===== src/rtl/motor_pkg.sv =====
// Shared types and helpers for the H-bridge motor PWM driver.
package motor_pkg;

  typedef enum logic [1:0] {
    ST_IDLE = 2'd0,
    ST_DEAD = 2'd1,
    ST_RAMP = 2'd2,
    ST_RUN  = 2'd3
  } ch_state_e;

  localparam logic [1:0] DIR_FWD = 2'b01;
  localparam logic [1:0] DIR_REV = 2'b10;

  // Only forward or reverse may ever reach the bridge.
  function automatic logic dir_legal(input logic [1:0] code);
    return (code == DIR_FWD) || (code == DIR_REV);
  endfunction

endpackage


===== src/rtl/motor_pwm_driver_if.sv =====
// Decision-logic request bus and H-bridge drive pins for the motor PWM driver.
interface motor_pwm_driver_if;

  logic [3:0] motorIn;
  logic [1:0] motorEn;
  logic [3:0] hb_in;
  logic [1:0] hb_en;
  logic [1:0] ramping;

  modport master (output motorIn, motorEn, input hb_in, hb_en, ramping);
  modport slave  (input motorIn, motorEn, output hb_in, hb_en, ramping);

endinterface


===== src/rtl/motor_channel.sv =====
// One H-bridge channel: dead-time, soft-start ramp, run, and PWM compare.
module motor_channel
  import motor_pkg::*;
#(
  parameter int unsigned PWM_BITS    = 8,
  parameter int unsigned DUTY_MAX    = 200,
  parameter int unsigned RAMP_STEP   = 8,
  parameter int unsigned RAMP_DIV    = 1000,
  parameter int unsigned DEAD_CYCLES = 500
) (
  input  logic                clk,
  input  logic                rst,
  input  logic                req_on,
  input  logic [1:0]          req_dir,
  input  logic [PWM_BITS-1:0] pwm_nxt,
  output logic [1:0]          hb_in,
  output logic                hb_en,
  output logic                ramping
);

  localparam int unsigned DEAD_W = (DEAD_CYCLES > 1) ? $clog2(DEAD_CYCLES) : 1;
  localparam int unsigned DIV_W  = (RAMP_DIV > 1) ? $clog2(RAMP_DIV) : 1;
  localparam int unsigned SUM_W  = PWM_BITS + 1;
  localparam int unsigned FIRST_I = (RAMP_STEP < DUTY_MAX) ? RAMP_STEP : DUTY_MAX;

  localparam logic [DEAD_W-1:0]   DEAD_LAST  = DEAD_W'(DEAD_CYCLES - 1);
  localparam logic [DIV_W-1:0]    DIV_LAST   = DIV_W'(RAMP_DIV - 1);
  localparam logic [PWM_BITS-1:0] DUTY_TOP   = PWM_BITS'(DUTY_MAX);
  localparam logic [PWM_BITS-1:0] DUTY_FIRST = PWM_BITS'(FIRST_I);
  localparam logic [SUM_W-1:0]    STEP_X     = SUM_W'(RAMP_STEP);
  localparam logic [SUM_W-1:0]    MAX_X      = SUM_W'(DUTY_MAX);

  ch_state_e           state_q, state_d;
  logic [1:0]          dir_q, dir_d;
  logic [DEAD_W-1:0]   dead_q, dead_d;
  logic [DIV_W-1:0]    tmr_q, tmr_d;
  logic [PWM_BITS-1:0] duty_q, duty_d;
  logic [SUM_W-1:0]    duty_sum;
  logic [PWM_BITS-1:0] duty_inc;
  logic                drive_d;

  // Widened add then clamp, so the duty can never wrap past DUTY_MAX.
  always_comb begin
    duty_sum = {1'b0, duty_q} + STEP_X;
    duty_inc = (duty_sum >= MAX_X) ? DUTY_TOP : duty_sum[PWM_BITS-1:0];
  end

  // Next state: disable beats direction change beats counter expiry.
  always_comb begin
    state_d = state_q;
    dir_d   = dir_q;
    dead_d  = dead_q;
    tmr_d   = tmr_q;
    duty_d  = duty_q;
    unique case (state_q)
      ST_IDLE: begin
        duty_d = '0;
        if (req_on) begin
          state_d = ST_DEAD;
          dir_d   = req_dir;
          dead_d  = '0;
        end
      end
      ST_DEAD: begin
        if (!req_on) begin
          state_d = ST_IDLE;
        end else if (req_dir != dir_q) begin
          dir_d  = req_dir;
          dead_d = '0;
        end else if (dead_q == DEAD_LAST) begin
          duty_d  = DUTY_FIRST;
          tmr_d   = '0;
          state_d = (DUTY_FIRST == DUTY_TOP) ? ST_RUN : ST_RAMP;
        end else begin
          dead_d = dead_q + DEAD_W'(1);
        end
      end
      ST_RAMP, ST_RUN: begin
        if (!req_on) begin
          state_d = ST_IDLE;
          duty_d  = '0;
        end else if (req_dir != dir_q) begin
          state_d = ST_DEAD;
          dir_d   = req_dir;
          duty_d  = '0;
          dead_d  = '0;
        end else if (state_q == ST_RAMP) begin
          if (tmr_q == DIV_LAST) begin
            tmr_d  = '0;
            duty_d = duty_inc;
            if (duty_inc == DUTY_TOP) state_d = ST_RUN;
          end else begin
            tmr_d = tmr_q + DIV_W'(1);
          end
        end
      end
      default: state_d = ST_IDLE;
    endcase
  end

  assign drive_d = (state_d == ST_RAMP) || (state_d == ST_RUN);

  // Outputs come from the next state so DEAD never exposes a direction code.
  always_ff @(posedge clk or posedge rst) begin
    if (rst) begin
      state_q <= ST_IDLE;
      dir_q   <= '0;
      dead_q  <= '0;
      tmr_q   <= '0;
      duty_q  <= '0;
      hb_in   <= '0;
      hb_en   <= 1'b0;
      ramping <= 1'b0;
    end else begin
      state_q <= state_d;
      dir_q   <= dir_d;
      dead_q  <= dead_d;
      tmr_q   <= tmr_d;
      duty_q  <= duty_d;
      hb_in   <= drive_d ? dir_d : 2'b00;
      hb_en   <= drive_d && (pwm_nxt < duty_d);
      ramping <= (state_d == ST_DEAD) || (state_d == ST_RAMP);
    end
  end

endmodule


===== src/rtl/motor_pwm_driver.sv =====
// Two-channel H-bridge driver: input registers, shared PWM counter, channel mapping.
module motor_pwm_driver
  import motor_pkg::*;
#(
  parameter int unsigned PWM_BITS    = 8,
  parameter int unsigned DUTY_MAX    = 200,
  parameter int unsigned RAMP_STEP   = 8,
  parameter int unsigned RAMP_DIV    = 1000,
  parameter int unsigned DEAD_CYCLES = 500
) (
  input logic               clk,
  input logic               rst,
  motor_pwm_driver_if.slave bus
);

  logic [3:0]          motor_in_q;
  logic [1:0]          motor_en_q;
  logic [PWM_BITS-1:0] pwm_q;
  logic [PWM_BITS-1:0] pwm_nxt;
  logic                req_on_a, req_on_b;
  logic [1:0]          hb_in_a, hb_in_b;
  logic                hb_en_a, hb_en_b;
  logic                ramp_a, ramp_b;

  assign pwm_nxt = pwm_q + PWM_BITS'(1);

  // Upstream decision logic is combinational, so register it once here.
  always_ff @(posedge clk or posedge rst) begin
    if (rst) begin
      motor_in_q <= '0;
      motor_en_q <= '0;
      pwm_q      <= '0;
    end else begin
      motor_in_q <= bus.motorIn;
      motor_en_q <= bus.motorEn;
      pwm_q      <= pwm_nxt;
    end
  end

  assign req_on_a = motor_en_q[1] && dir_legal(motor_in_q[3:2]);
  assign req_on_b = motor_en_q[0] && dir_legal(motor_in_q[1:0]);

  motor_channel #(
    .PWM_BITS(PWM_BITS), .DUTY_MAX(DUTY_MAX), .RAMP_STEP(RAMP_STEP),
    .RAMP_DIV(RAMP_DIV), .DEAD_CYCLES(DEAD_CYCLES)
  ) u_ch_a (
    .clk(clk), .rst(rst), .req_on(req_on_a), .req_dir(motor_in_q[3:2]),
    .pwm_nxt(pwm_nxt), .hb_in(hb_in_a), .hb_en(hb_en_a), .ramping(ramp_a)
  );

  motor_channel #(
    .PWM_BITS(PWM_BITS), .DUTY_MAX(DUTY_MAX), .RAMP_STEP(RAMP_STEP),
    .RAMP_DIV(RAMP_DIV), .DEAD_CYCLES(DEAD_CYCLES)
  ) u_ch_b (
    .clk(clk), .rst(rst), .req_on(req_on_b), .req_dir(motor_in_q[1:0]),
    .pwm_nxt(pwm_nxt), .hb_in(hb_in_b), .hb_en(hb_en_b), .ramping(ramp_b)
  );

  assign bus.hb_in   = {hb_in_a, hb_in_b};
  assign bus.hb_en   = {hb_en_a, hb_en_b};
  assign bus.ramping = {ramp_a, ramp_b};

endmodule

===== src/flat_wrapper.sv =====
// flat-port wrapper written by rule: the top's interface ports become plain ports
module motor_pwm_driver_flat import motor_pkg::*;
#(
  parameter int unsigned PWM_BITS    = 8,
  parameter int unsigned DUTY_MAX    = 200,
  parameter int unsigned RAMP_STEP   = 8,
  parameter int unsigned RAMP_DIV    = 1000,
  parameter int unsigned DEAD_CYCLES = 500
)
  (clk, rst, bus_motorIn, bus_motorEn, bus_hb_in, bus_hb_en, bus_ramping);
  motor_pwm_driver_if bus_i ();
  input logic clk;
  input logic rst;
  input wire logic [$bits(bus_i.motorIn)-1:0] bus_motorIn;
  input wire logic [$bits(bus_i.motorEn)-1:0] bus_motorEn;
  output wire logic [$bits(bus_i.hb_in)-1:0] bus_hb_in;
  output wire logic [$bits(bus_i.hb_en)-1:0] bus_hb_en;
  output wire logic [$bits(bus_i.ramping)-1:0] bus_ramping;
  assign bus_i.motorIn = bus_motorIn;
  assign bus_i.motorEn = bus_motorEn;
  assign bus_hb_in = bus_i.hb_in;
  assign bus_hb_en = bus_i.hb_en;
  assign bus_ramping = bus_i.ramping;
  motor_pwm_driver #(.PWM_BITS(PWM_BITS), .DUTY_MAX(DUTY_MAX), .RAMP_STEP(RAMP_STEP), .RAMP_DIV(RAMP_DIV), .DEAD_CYCLES(DEAD_CYCLES)) u_core (.clk(clk), .rst(rst), .bus(bus_i));
endmodule

===== config.mk =====
export PLATFORM = sky130hd
export DESIGN_NAME = motor_pwm_driver_flat
export DESIGN_NICKNAME = d
export VERILOG_FILES = /design/src/rtl/motor_pkg.sv /design/src/rtl/motor_pwm_driver_if.sv /design/src/rtl/motor_channel.sv /design/src/rtl/motor_pwm_driver.sv /design/src/flat_wrapper.sv
export SDC_FILE = /design/constraint.sdc
export NUM_CORES = 1
export LEC_CHECK = 0
export CORE_MARGIN = 8
export CORE_UTILIZATION = 65
export DETAILED_ROUTE_END_ITERATION = 8
export PLACE_DENSITY = 0.87
export SLEW_MARGIN = 5
export SYNTH_ARGS = -nofsm -noshare
export SYNTH_HDL_FRONTEND = slang
export SYNTH_HIERARCHICAL = 1
export SYNTH_SLANG_ARGS = --single-unit

===== constraint.sdc =====
create_clock -name clk -period 7 [get_ports clk]
set_input_delay 0.7 -clock clk [delete_from_list [all_inputs] [get_ports clk]]
set_output_delay 0.7 -clock clk [all_outputs]
set_load 0.01 [all_outputs]

==> impl_metrics.sql <==
INSERT INTO impl_metrics (metric_group, metric, value, unit) VALUES
('power', 'power_density', '260', 'nW/um^2'),
('cells_and_area', 'final_core_util', '72.1', '%'),
('global_route', 'grt.overflow.total', '0', ''),
('logic_synthesis', 'synth_fp_nets', '592', ''),
('global_route', 'grt.total_usage', '20.0', '%'),
('run_status', 'status', 'complete, no violations', ''),
('route', 'via_count', '4263', ''),
('logic_synthesis', 'synth_ff_type', 'dfrtp_1', ''),
('route', 'detailedRoute.firstPassIterationCount', '5', ''),
('global_route', 'grt_pass1_wl', '18600', 'um'),
('route', 'drt_via_density', '6.46', ''),
('cts', 'post-cts-setup-buffer-count', '0', ''),
('timing', 'setup_viol', '0', ''),
('logic_synthesis', 'combined_area_of_all_synthesized_cells', '5160', 'um^2'),
('critical_path', 'worstPathRequired', '7260', 'ps'),
('global_route', 'grt_start_max_net_pins', '36', ''),
('cts', 'ctsHtreeMaxLevel', '3', ''),
('logic_synthesis', 'syn_area_per_cell', '9.40', 'um^2'),
('critical_path', 'critical-path-top-delay-family', 'simple AND/OR/NAND/NOR gates', ''),
('timing', 'max_clock_freq', '288', 'MHz'),
('hold_path', 'holdCritPathClass', 'reg -> reg', ''),
('cts', 'cts_hold_buf', '0', ''),
('cts', 'cts_inserted_buffers', '9', ''),
('die', 'floorplan.die.width', '105', 'um'),
('timing', 'max_slew_margin', '21.1', '%'),
('critical_path', 'path_cells', 'ha_1, or4bb_1, nor3_1, nor4_1, a311o_1, a32oi_1, ha_1, nand4_1, a21oi_1, a211oi_1, and4_1, o2bb2ai_1', ''),
('cts', 'cts.path.max_buffers', '2', ''),
('timing', 'final_max_slew_viol_count', '0', ''),
('cts', 'cts-root-buf', 'clkbuf_8', ''),
('cells_and_area', 'nNetsFinal', '597', ''),
('die', 'fp.dieH', '105', 'um'),
('route', 'remaining_drc_errors', '0', ''),
('die', 'initial_core_util', '66.8', '%'),
('power', 'peakVddDrop', '129', 'uV'),
('cts', 'tritoncts', 'yes', ''),
('placed_design', 'placement.cell_area', '5340', 'um^2'),
('die', 'die_area', '11000', 'um^2'),
('cts', 'numClockSinks', '84', ''),
('timing', 'final-hold-violation-count', '0', ''),
('critical_path', 'cp_num_buf_inv', '0', ''),
('global_route', 'number_of_antenna_violations_at_the_first_check_in_global_routing', '0', ''),
('critical_path', 'critical-path-slowest-cell', 'or4bb_1', ''),
('timing', 'fin_crit_sh', '49.7', '%'),
('power', 'total_design_power', '1450', 'uW'),
('cells_and_area', 'fin_area', '5570', 'um^2'),
('power', 'total_leakage_power', '0.00233', 'uW'),
('cells_and_area', 'area.growth.synth_to_final', '8.03', '%'),
('logic_synthesis', 'postSynthRegisterBits', '84', ''),
('critical_path', 'timing.critical_path.arrival', '3740', 'ps'),
('timing', 'timing.clock.skew', '13.4', 'ps'),
('die', 'top_level_ports', '16', ''),
('job', 'max_cap_violations', '0', ''),
('logic_synthesis', 'netlist_instances', '549', ''),
('timing', 'grt_setup_unrepaired', 'no', ''),
('critical_path', 'worstSetupStartpointType', 'register', ''),
('timing', 'min_period', '3480', 'ps'),
('route', 'drt-total-wl', '10800', 'um'),
('cells_and_area', 'drive_gt1_share', '6.63', '%'),
('placed_design', 'io_buffer_count', '15', ''),
('placed_design', 'detailed_place_hpwl', '7870', 'um'),
('critical_path', 'timing.critical_path.mode_cell', 'ha_1', ''),
('timing', 'setup_tns', '0', 'ps'),
('cts', 'worst_skew_pair.late_latency', '340', 'ps'),
('cells_and_area', 'num_antenna_cells', '0', ''),
('critical_path', 'timing_worst_setup_path_type', 'reg -> reg', ''),
('critical_path', 'worst_setup_path_end_kind', 'register', ''),
('die', 'placement_rows', '32', ''),
('logic_synthesis', 'count_of_flip_flops_with_a_built_in_enable_after_synthesis', '0', ''),
('timing', 'worst_slew_pin_slew', '1180', 'ps'),
('route', 'antenna_violating_nets_post_route', '0', ''),
('logic_synthesis', 'synth_sequential_area_ratio', '40.7', '%'),
('placed_design', 'gp_congestion', '0.973', ''),
('die', 'core_area', '7730', 'um^2'),
('timing', 'hold_ws', '490', 'ps'),
('critical_path', 'worstPathMaxFanout', '8', ''),
('critical_path', 'crit_path_max_incr_delay', '520', 'ps'),
('global_route', 'grt_pass1_vias', '3934', ''),
('logic_synthesis', 'ys_async_sr_fraction', '100', '%'),
('route', 'route.detailed.wl_per_inst', '16.4', 'um'),
('route', 'first_iter_violations', '340', ''),
('cts', 'clk_pin_slew', '80', 'ps'),
('cts', 'postCtsResizedCells', '0', ''),
('logic_synthesis', 'synth.distinct_cells', '73', ''),
('logic_synthesis', 'ys_warnings', '6', '');
[sequential cells by signal, summed over array words and instances (netlist names)]
register	flops
u_core/motor_in_q	4
u_core/u_ch_a/hb_en	1
u_core/u_ch_a/state_q	2
u_core/u_ch_a/dead_q	9
u_core/u_ch_a/duty_q	8
u_core/u_ch_b/hb_in	2
u_core/u_ch_b/ramping	1
u_core/u_ch_a/dir_q	2
u_core/u_ch_a/hb_in	2
u_core/u_ch_b/duty_q	8
u_core/u_ch_b/hb_en	1
u_core/u_ch_b/dir_q	2
u_core/u_ch_a/tmr_q	10
u_core/u_ch_a/ramping	1
u_core/pwm_q	8
u_core/u_ch_b/tmr_q	10
u_core/motor_en_q	2
u_core/u_ch_b/dead_q	9
u_core/u_ch_b/state_q	2
[worst paths after layout]
| check | slack, ps | to | depth (start not counted) | startpoint |
|---|---|---|---|---|
| max in group asynchronous | 5850 | u_core/u_ch_a/tmr_q[1] | 3 | rst |
| min | 490 | u_core/u_ch_b/tmr_q[9] | 1 | u_core/u_ch_b/tmr_q[9] |
| max | 3520 | u_core/u_ch_b/hb_en | 12 | u_core/u_ch_b/duty_q[3] |
| min reg2reg | 490 | u_core/u_ch_b/tmr_q[9] | 1 | u_core/u_ch_b/tmr_q[9] |
| max reg2reg | 3520 | u_core/u_ch_b/hb_en | 12 | u_core/u_ch_b/duty_q[3] |
| min in group asynchronous | 750 | u_core/motor_en_q[0] | 2 | rst |
[worst register-to-register path, stage by stage (launching register included)]
cell and delay, ps:
dfrtp_1 500, ha_1 310, or4bb_1 520, nor3_1 240, nor4_1 130, a311o_1 390
a32oi_1 230, ha_1 290, nand4_1 120, a21oi_1 60, a211oi_1 280, and4_1 240
o2bb2ai_1 110
[cell usage after synthesis, drive strengths merged, types with 3 or more instances]
cell     count  area (um^2)
a211oi       6         45.0
a21o         3         22.5
a21oi       21          116
a31oi        6         37.5
and2        14         87.6
and3        14         92.6
and4         3         26.3
buf         11         72.6
clkbuf      12         45.0
dfrtp       84         2100
ha          35          438
inv         22         82.6
mux2         4         45.0
nand2       41          154
nand2b       6         37.5
nand3       34          183
nand3b       4         30.0
nand4       11         68.8
nor2        37          146
nor2b        7         43.8
nor3        18         90.1
nor4         4         31.3
o21a         3         22.5
o21ai       38          190
o221ai       6         52.6
o2bb2ai      5         43.8
o31ai       24          185
o41ai        6         67.6
or2          5         31.3
or3         10         62.6
or4          5         37.5
xnor2        9         93.8
xor2         6         52.6
[routing by layer]
metal,global-route usage [%],share of wire (%),wire [um]
met3,4.24,5.4,579
met4,6.42,1.1,123
met5,0,0,0
met2,30.0,45,4850
met1,28.2,49,5260
[layout make-up]
type,count,area (um^2)
sequential,84,2100
clock buffer,11,141
clock inverter,4,97.6
tap,102,128
timing repair buffer,17,165
inverter,22,82.6
multi-input combinational,420,2860
fill,522,2150
[metrics by stage]
stage	setup WS (ps)	instances
final	3520	660
after global routing	3310	660
after CTS	3620	660
after detailed placement	3670	645
after global placement	3820	645
after floorplan	4010	549
[layout by cell type, fill, tap and decap left out, types with 3 or more instances in the layout]
master            n
nor4_1            3
nand3_1          33
dfrtp_1          84
mux2_2            4
and2_1           14
a31oi_1           6
nand4_1          11
clkbuf_8         10
o221ai_1          6
and4_1            3
nand2_1          41
o21a_1            3
nor2_1           36
o41ai_1           4
nor2b_1           7
a21o_1            3
a21oi_1          20
xnor2_1           7
o2bb2ai_1         5
o21ai_0          21
ha_1             35
o31ai_1          23
and3_1           13
or2_1             3
inv_1            22
nor3_1           18
nand2b_1          6
or4_1             5
or3_1            10
xor2_1            6
clkdlybuf4s50_1  15
a211oi_1          6
bufinv_16         3
o21ai_1          17
nand3b_1          4
[power by group]
part / total (uW) / switching, uW / internal (uW)
clock: 405 / 160 / 245
sequential: 552 / 31.9 / 520
combinational: 494 / 336 / 159
total: 1450 / 528 / 924
[kinds of logic after synthesis]
group,after synthesis,share of synthesized area (%)
AND/OR/NAND/NOR,222,23.5
AO/OA/AOI/OAI,144,19.7
flip-flops,84,40.7
buffers and inverters,45,3.88
adder cells (fa/ha/maj),35,8.49
XOR/XNOR,15,2.84
multiplexers,4,0.873
Power figures use the tool's default switching activity.
